==> src/rtl/hadamard_frame_ctrl.sv <==
// hadamard_frame_ctrl: frames symbols into the Walsh-Hadamard multiplier and streams its chip sums out
module hadamard_frame_ctrl #(
    parameter int M = 8,
    parameter int N = 16,
    parameter int LOGN = 4,
    parameter int TIMEOUT = 32,
    localparam int W = M + LOGN
) (
    input  logic           clk,
    input  logic           rst_n,
    input  logic [M-1:0]   s_data,
    input  logic           s_valid,
    output logic           s_ready,
    output logic           mul_start,
    output logic [M*N-1:0] mul_u,
    input  logic           mul_done,
    input  logic [N*W-1:0] mul_y,
    output logic [W-1:0]   m_data,
    output logic           m_valid,
    input  logic           m_ready,
    output logic           m_last,
    output logic           busy,
    output logic           err_timeout
);
    localparam int RW = $clog2(TIMEOUT);
    localparam logic [LOGN:0] FULL = (LOGN+1)'(N);
    localparam logic [LOGN-1:0] LAST = LOGN'(N-1);
    localparam logic [RW-1:0] RUN_MAX = RW'(TIMEOUT-2);

    typedef enum logic [1:0] {IDLE, LAUNCH, RUN, HOLD} state_t;

    state_t          state;
    logic [M-1:0]    in_buf [N];
    logic [W-1:0]    out_buf [N];
    logic [LOGN:0]   fill_cnt;
    logic [LOGN-1:0] chip_idx;
    logic [RW-1:0]   run_cnt;
    logic            out_full;
    logic            s_fire;
    logic            m_fire;
    logic            cap_ok;
    logic            capture;

    assign s_ready = fill_cnt < FULL;
    assign s_fire  = s_valid && s_ready;
    assign m_valid = out_full;
    assign m_data  = out_buf[chip_idx];
    assign m_last  = chip_idx == LAST;
    assign m_fire  = m_valid && m_ready;
    assign busy    = state != IDLE || out_full;
    // the output buffer is reusable in the same cycle its last beat leaves, so frames drain without a bubble
    assign cap_ok  = !out_full || (m_fire && m_last);
    assign capture = cap_ok && ((state == RUN && mul_done) || state == HOLD);

    // accepted symbols land in arrival order, slot fill_cnt
    always_ff @(posedge clk) begin
        if (s_fire) in_buf[fill_cnt[LOGN-1:0]] <= s_data;
    end

    // snapshot all chip sums at once so mul is free for the next frame
    always_ff @(posedge clk) begin
        if (capture) for (int i = 0; i < N; i++) out_buf[i] <= mul_y[i*W +: W];
    end

    // core scheduler: operand is loaded on entry to LAUNCH so it is valid alongside the start pulse
    always_ff @(posedge clk or negedge rst_n) begin
        if (!rst_n) begin
            state       <= IDLE;
            fill_cnt    <= '0;
            mul_start   <= 1'b0;
            mul_u       <= '0;
            run_cnt     <= '0;
            err_timeout <= 1'b0;
        end else begin
            mul_start <= 1'b0;
            if (s_fire) fill_cnt <= fill_cnt + 1'b1;
            case (state)
                IDLE: if (fill_cnt == FULL) begin
                    state     <= LAUNCH;
                    mul_start <= 1'b1;
                    for (int i = 0; i < N; i++) mul_u[i*M +: M] <= in_buf[i];
                end
                LAUNCH: begin
                    fill_cnt <= '0;
                    run_cnt  <= '0;
                    state    <= RUN;
                end
                RUN: if (mul_done) state <= capture ? IDLE : HOLD;
                     else if (run_cnt == RUN_MAX) begin
                         err_timeout <= 1'b1;
                         state       <= IDLE;
                     end else run_cnt <= run_cnt + 1'b1;
                HOLD: if (capture) state <= IDLE;
            endcase
        end
    end

    // output drain: a capture restarts the chip index, the last beat empties the buffer
    always_ff @(posedge clk or negedge rst_n) begin
        if (!rst_n) begin
            out_full <= 1'b0;
            chip_idx <= '0;
        end else if (capture) begin
            out_full <= 1'b1;
            chip_idx <= '0;
        end else if (m_fire) begin
            chip_idx <= chip_idx + 1'b1;
            if (m_last) out_full <= 1'b0;
        end
    end
endmodule

==> config.mk <==
export PLATFORM = sky130hd
export DESIGN_NAME = hadamard_frame_ctrl
export DESIGN_NICKNAME = d
export VERILOG_FILES = /design/src/rtl/hadamard_frame_ctrl.sv
export SDC_FILE = /design/constraint.sdc
export NUM_CORES = 1
export LEC_CHECK = 0
export ABC_AREA = 1
export CAP_MARGIN = 0
export CORE_MARGIN = 3
export CORE_UTILIZATION = 38
export DETAILED_ROUTE_END_ITERATION = 16
export GPL_TIMING_DRIVEN = 0
export PLACE_DENSITY = 0.61
export REMOVE_ABC_BUFFERS = 1
export SLEW_MARGIN = 15
export SYNTH_ARGS = -nofsm -noshare
export SYNTH_HDL_FRONTEND = slang
export SYNTH_SLANG_ARGS = --single-unit
==> constraint.sdc <==
create_clock -name clk -period 8.95 [get_ports clk]
set_clock_uncertainty 0.15 [all_clocks]
set_input_delay 1.79 -clock clk [delete_from_list [all_inputs] [get_ports clk]]
set_output_delay 1.79 -clock clk [all_outputs]
set_load 0.05 [all_outputs]
==> flow_summary_export.csv <==
group,metric,value,unit
cells_and_area,fillers,4133,
sta,final_period_minus_worst_setup_slack,5.65,ns
worst_setup_path,worst-endpoint-arrival,3.71,ns
yosys,synthesis.area_per_instance,11.2,sq um
global_route,maximum_number_of_pins_on_one_net_before_global_route_repair,76,
floorplan,floorplan.initialDensity,0.386,
sta,final_hold_viol_count,0,
placement,hpwl,31200,microns
cts,cts_tree,"done",
yosys,synth_common_cells,"710 x sky130_fd_sc_hd__nand2_1, 320 x sky130_fd_sc_hd__edfxtp_1, 159 x sky130_fd_sc_hd__inv_1",
floorplan,floorplan.die.width,224,microns
yosys,synthesis.instances,1610,
cts,postCtsResizedCells,0,
power_and_ir_drop,power_per_cell_area,320,nW/um^2
sta,final_setup_vio_count,0,
sta,min_period_over_period,0.631,
sta,worstMarginPinSlew,1.19,ns
floorplan,pin_count,351,
power_and_ir_drop,share_of_power_burned_in_registers,0.380,
yosys,synth_flop_cell,"sky130_fd_sc_hd__edfxtp_1",
power_and_ir_drop,internal_power,4.73,mW
cts,clockRootBuffer,"sky130_fd_sc_hd__clkbuf_16",
yosys,post-synth-top-area-fraction,0.534,
worst_setup_path,setup.worst_path.end_class,"output pin",
cells_and_area,multi_input_area,3730,sq um
global_route,antenna_violations_before_repair,18,
route,post_drt_via_cell_ratio,4.70,
route,first_iter_violations,810,
worst_setup_path,timing.critical_path.from_type,"flop",
power_and_ir_drop,p_sw_frac,0.383,
global_route,grt.total_usage,0.183,
yosys,yosys-top-cells-area,"sky130_fd_sc_hd__edfxtp_1 53%, sky130_fd_sc_hd__dfrtp_1 20%, sky130_fd_sc_hd__nand2_1 15%",
cts,clock_insertion_delay_worst_skew,0.58,ns
route,detail_route_antenna_nets,0,
power_and_ir_drop,power.clock.fraction,0.270,
yosys,synth_async_sr_flop_share,0.315,
power_and_ir_drop,p_leak,10.3,nW
placement,io_buf_count,350,
cts,cts-buffers-inserted,49,
yosys,synth_warnings,0,
placement,gp_routability_congestion,0.847,
power_and_ir_drop,p_switching,2.94,mW
worst_setup_path,crit_fanout,17,
floorplan,die_y,224,microns
yosys,number_of_synthesized_flops_with_an_enable_pin,320,
cells_and_area,layout.nets,2174,
power_and_ir_drop,vdd_ir_drop_max,0.000175,V
outcome,status,"finished clean",
sta,fmax,177,MHz
route,wire_per_inst,17.6,microns
cts,h-tree-depth,2,
flow_run,maxCapViolations,0,
cts,cts_buffer_depth,3,
worst_setup_path,critical_path_class,"reg -> out",
worst_setup_path,worst_ep_required_time,7.01,ns
floorplan,fp-row-count,79,
yosys,post-synth-top-area-cell,"sky130_fd_sc_hd__edfxtp_1",
sta,setup_tns,0,ns
route,wl,46000,microns
placement,pre_cts_worst_setup_slack,3.88,ns
cells_and_area,final-seq-area,13300,sq um
yosys,synth.most_common_cell,"sky130_fd_sc_hd__nand2_1",
route,drcViolationCount,0,
cts,cts.clk_slew.worst_paths,0.06,ns
floorplan,die_area,50000,sq um
cells_and_area,drive_gt1_frac,0.0530,
sta,slew_viol_final,0,
route,route.vias.total,12300,
yosys,synth_sequential_area_ratio,0.738,
cts,post_cts_hold_buffer_count,0,
placement,placed_cells_incl_taps,2518,
sta,rsz0062_at_grt,"no",
global_route,grt_pass1_vias,12100,
sta,setup_ws,3.30,ns
min_path,worstHoldPathType,"reg -> reg",
floorplan,core_area,46700,sq um
yosys,post_synth_num_cell_types,25,
global_route,first_pass_grt_wire_length,70000,microns
cts,cts_setup_buffers,0,
sta,worst_relative_slew_slack,0.203,
yosys,synthesis.area,18000,sq um
cells_and_area,area.growth.synth_to_final,33.2,%
yosys,postSynthRegisterBits,467,
route,drtPass1Iterations,5,
cells_and_area,instances_no_fill,2614,
global_route,overflow,0,
cts,total_number_of_clock_tree_sinks,467,
power_and_ir_drop,power.share.combinational,0.351,
-- power by group through the flow --
| stage | registers (mW) | clock network [mW] | logic [mW] |
|---|---|---|---|
| 4_1_cts | 2.91 | 2.12 | 2.72 |
| 3_3_place_gp | 3.04 | 0 | 2.57 |
| 2_1_floorplan | 3.58 | 0 | 0.974 |
| 3_5_place_dp | 2.95 | 0 | 2.71 |
| 5_1_grt | 2.95 | 2.21 | 2.89 |
| 6_report | 2.91 | 2.07 | 2.69 |
-- layer usage --
layer / wire length (microns) / vias up / GRT usage / part of all wire
met5: 124 / - / 0 / 0.0027
met4: 1420 / 18 / 0.0669 / 0.031
met3: 4420 / 104 / 0.0642 / 0.096
met2: 21700 / 486 / 0.300 / 0.47
met1: 18400 / 5820 / 0.227 / 0.40
li1: - / 5863 / - / -
-- cell usage in the layout (no fill, tap or decap), types with 5 or more instances in the layout --
cell                              Yosys  final
sky130_fd_sc_hd__nand2_1            710    710
sky130_fd_sc_hd__bufinv_16            0      5
sky130_fd_sc_hd__edfxtp_1           320    320
sky130_fd_sc_hd__o21ai_0             18     18
sky130_fd_sc_hd__clkinv_2             0     10
sky130_fd_sc_hd__clkbuf_8             0      5
sky130_fd_sc_hd__ha_1                 7      7
sky130_fd_sc_hd__clkdlybuf4s50_1      0    349
sky130_fd_sc_hd__buf_16               0     11
sky130_fd_sc_hd__clkbuf_1            10      7
sky130_fd_sc_hd__nand3_1            108    108
sky130_fd_sc_hd__buf_12               0      5
sky130_fd_sc_hd__diode_2              0      6
sky130_fd_sc_hd__nor2_1              55     55
sky130_fd_sc_hd__inv_1              159    159
sky130_fd_sc_hd__a21oi_1              5      5
sky130_fd_sc_hd__clkbuf_16            0     50
sky130_fd_sc_hd__dfrtp_1            147    145
-- path summary, 6_finish.rpt --
path | from | end | slack (ns) | cells after the start
max | chip_idx[2]$_DFFE_PN0P_ | m_data[4] | 3.30 | 6
max in group asynchronous | rst_n | chip_idx[0]$_DFFE_PN0P_ | 6.77 | 2
min in group asynchronous | rst_n | mul_u[70]$_DFFE_PN0P_ | 1.03 | 1
max reg2reg | chip_idx[0]$_DFFE_PN0P_ | out_buf[15][6]$_DFFE_PP_ | 5.51 | 10
min reg2reg | in_buf[0][7]$_DFFE_PP_ | mul_u[7]$_DFFE_PN0P_ | 0.27 | 2
min | in_buf[0][7]$_DFFE_PP_ | mul_u[7]$_DFFE_PN0P_ | 0.27 | 2
-- stage by stage --
| stage | hold WS (ns) | power [mW] | util | cell area [sq um] |
|---|---|---|---|---|
| 6_report | 0.274 | 7.66 | 0.514 | 24000 |
| 5_1_grt | 0.294 | 8.05 | 0.514 | 24000 |
| 4_1_cts | 0.280 | 7.75 | 0.514 | 24000 |
| 3_5_place_dp | 0.274 | 5.66 | 0.478 | 22300 |
| 3_3_place_gp | 0.272 | 5.62 | 0.469 | 21900 |
| 2_1_floorplan | 0.268 | 4.55 | - | 17600 |
-- registers in the layout, summed over array words and instances, names as in the netlist --
signal and cells:
out_buf 192, in_buf 128, mul_u 128, fill_cnt 5
run_cnt 5, chip_idx 4, state 2, err_timeout 1
m_valid 1, mul_start 1
-- logic make-up after synthesis --
logic type / after synthesis / share of synthesized area
and+or+nand+nor: 879 / 0.192
DFF: 467 / 0.738
buffers and inverters: 227 / 0.0561
AOI/OAI and AO/OA: 27 / 0.00806
adders and majority gates: 7 / 0.00486
xor gates and xnor gates: 3 / 0.00146
-- layout make-up --
cell class,instances,area share
antenna,6,0.000626
tap,607,0.0317
timing repair buffer,366,0.163
inverter,162,0.0257
clock inverter,28,0.0129
clock buffer,62,0.0561
multi-input combinational,916,0.156
sequential,467,0.554
-- critical path, stage by stage (launching register included) --
cell and delay [ns]:
sky130_fd_sc_hd__dfrtp_1 0.69, sky130_fd_sc_hd__nor2_1 1.05, sky130_fd_sc_hd__nand2_1 0.11, sky130_fd_sc_hd__nand2_1 0.19, sky130_fd_sc_hd__inv_1 0.11, sky130_fd_sc_hd__nand2_1 0.09
sky130_fd_sc_hd__clkdlybuf4s50_1 0.86
(Power assumes the default switching activity.)
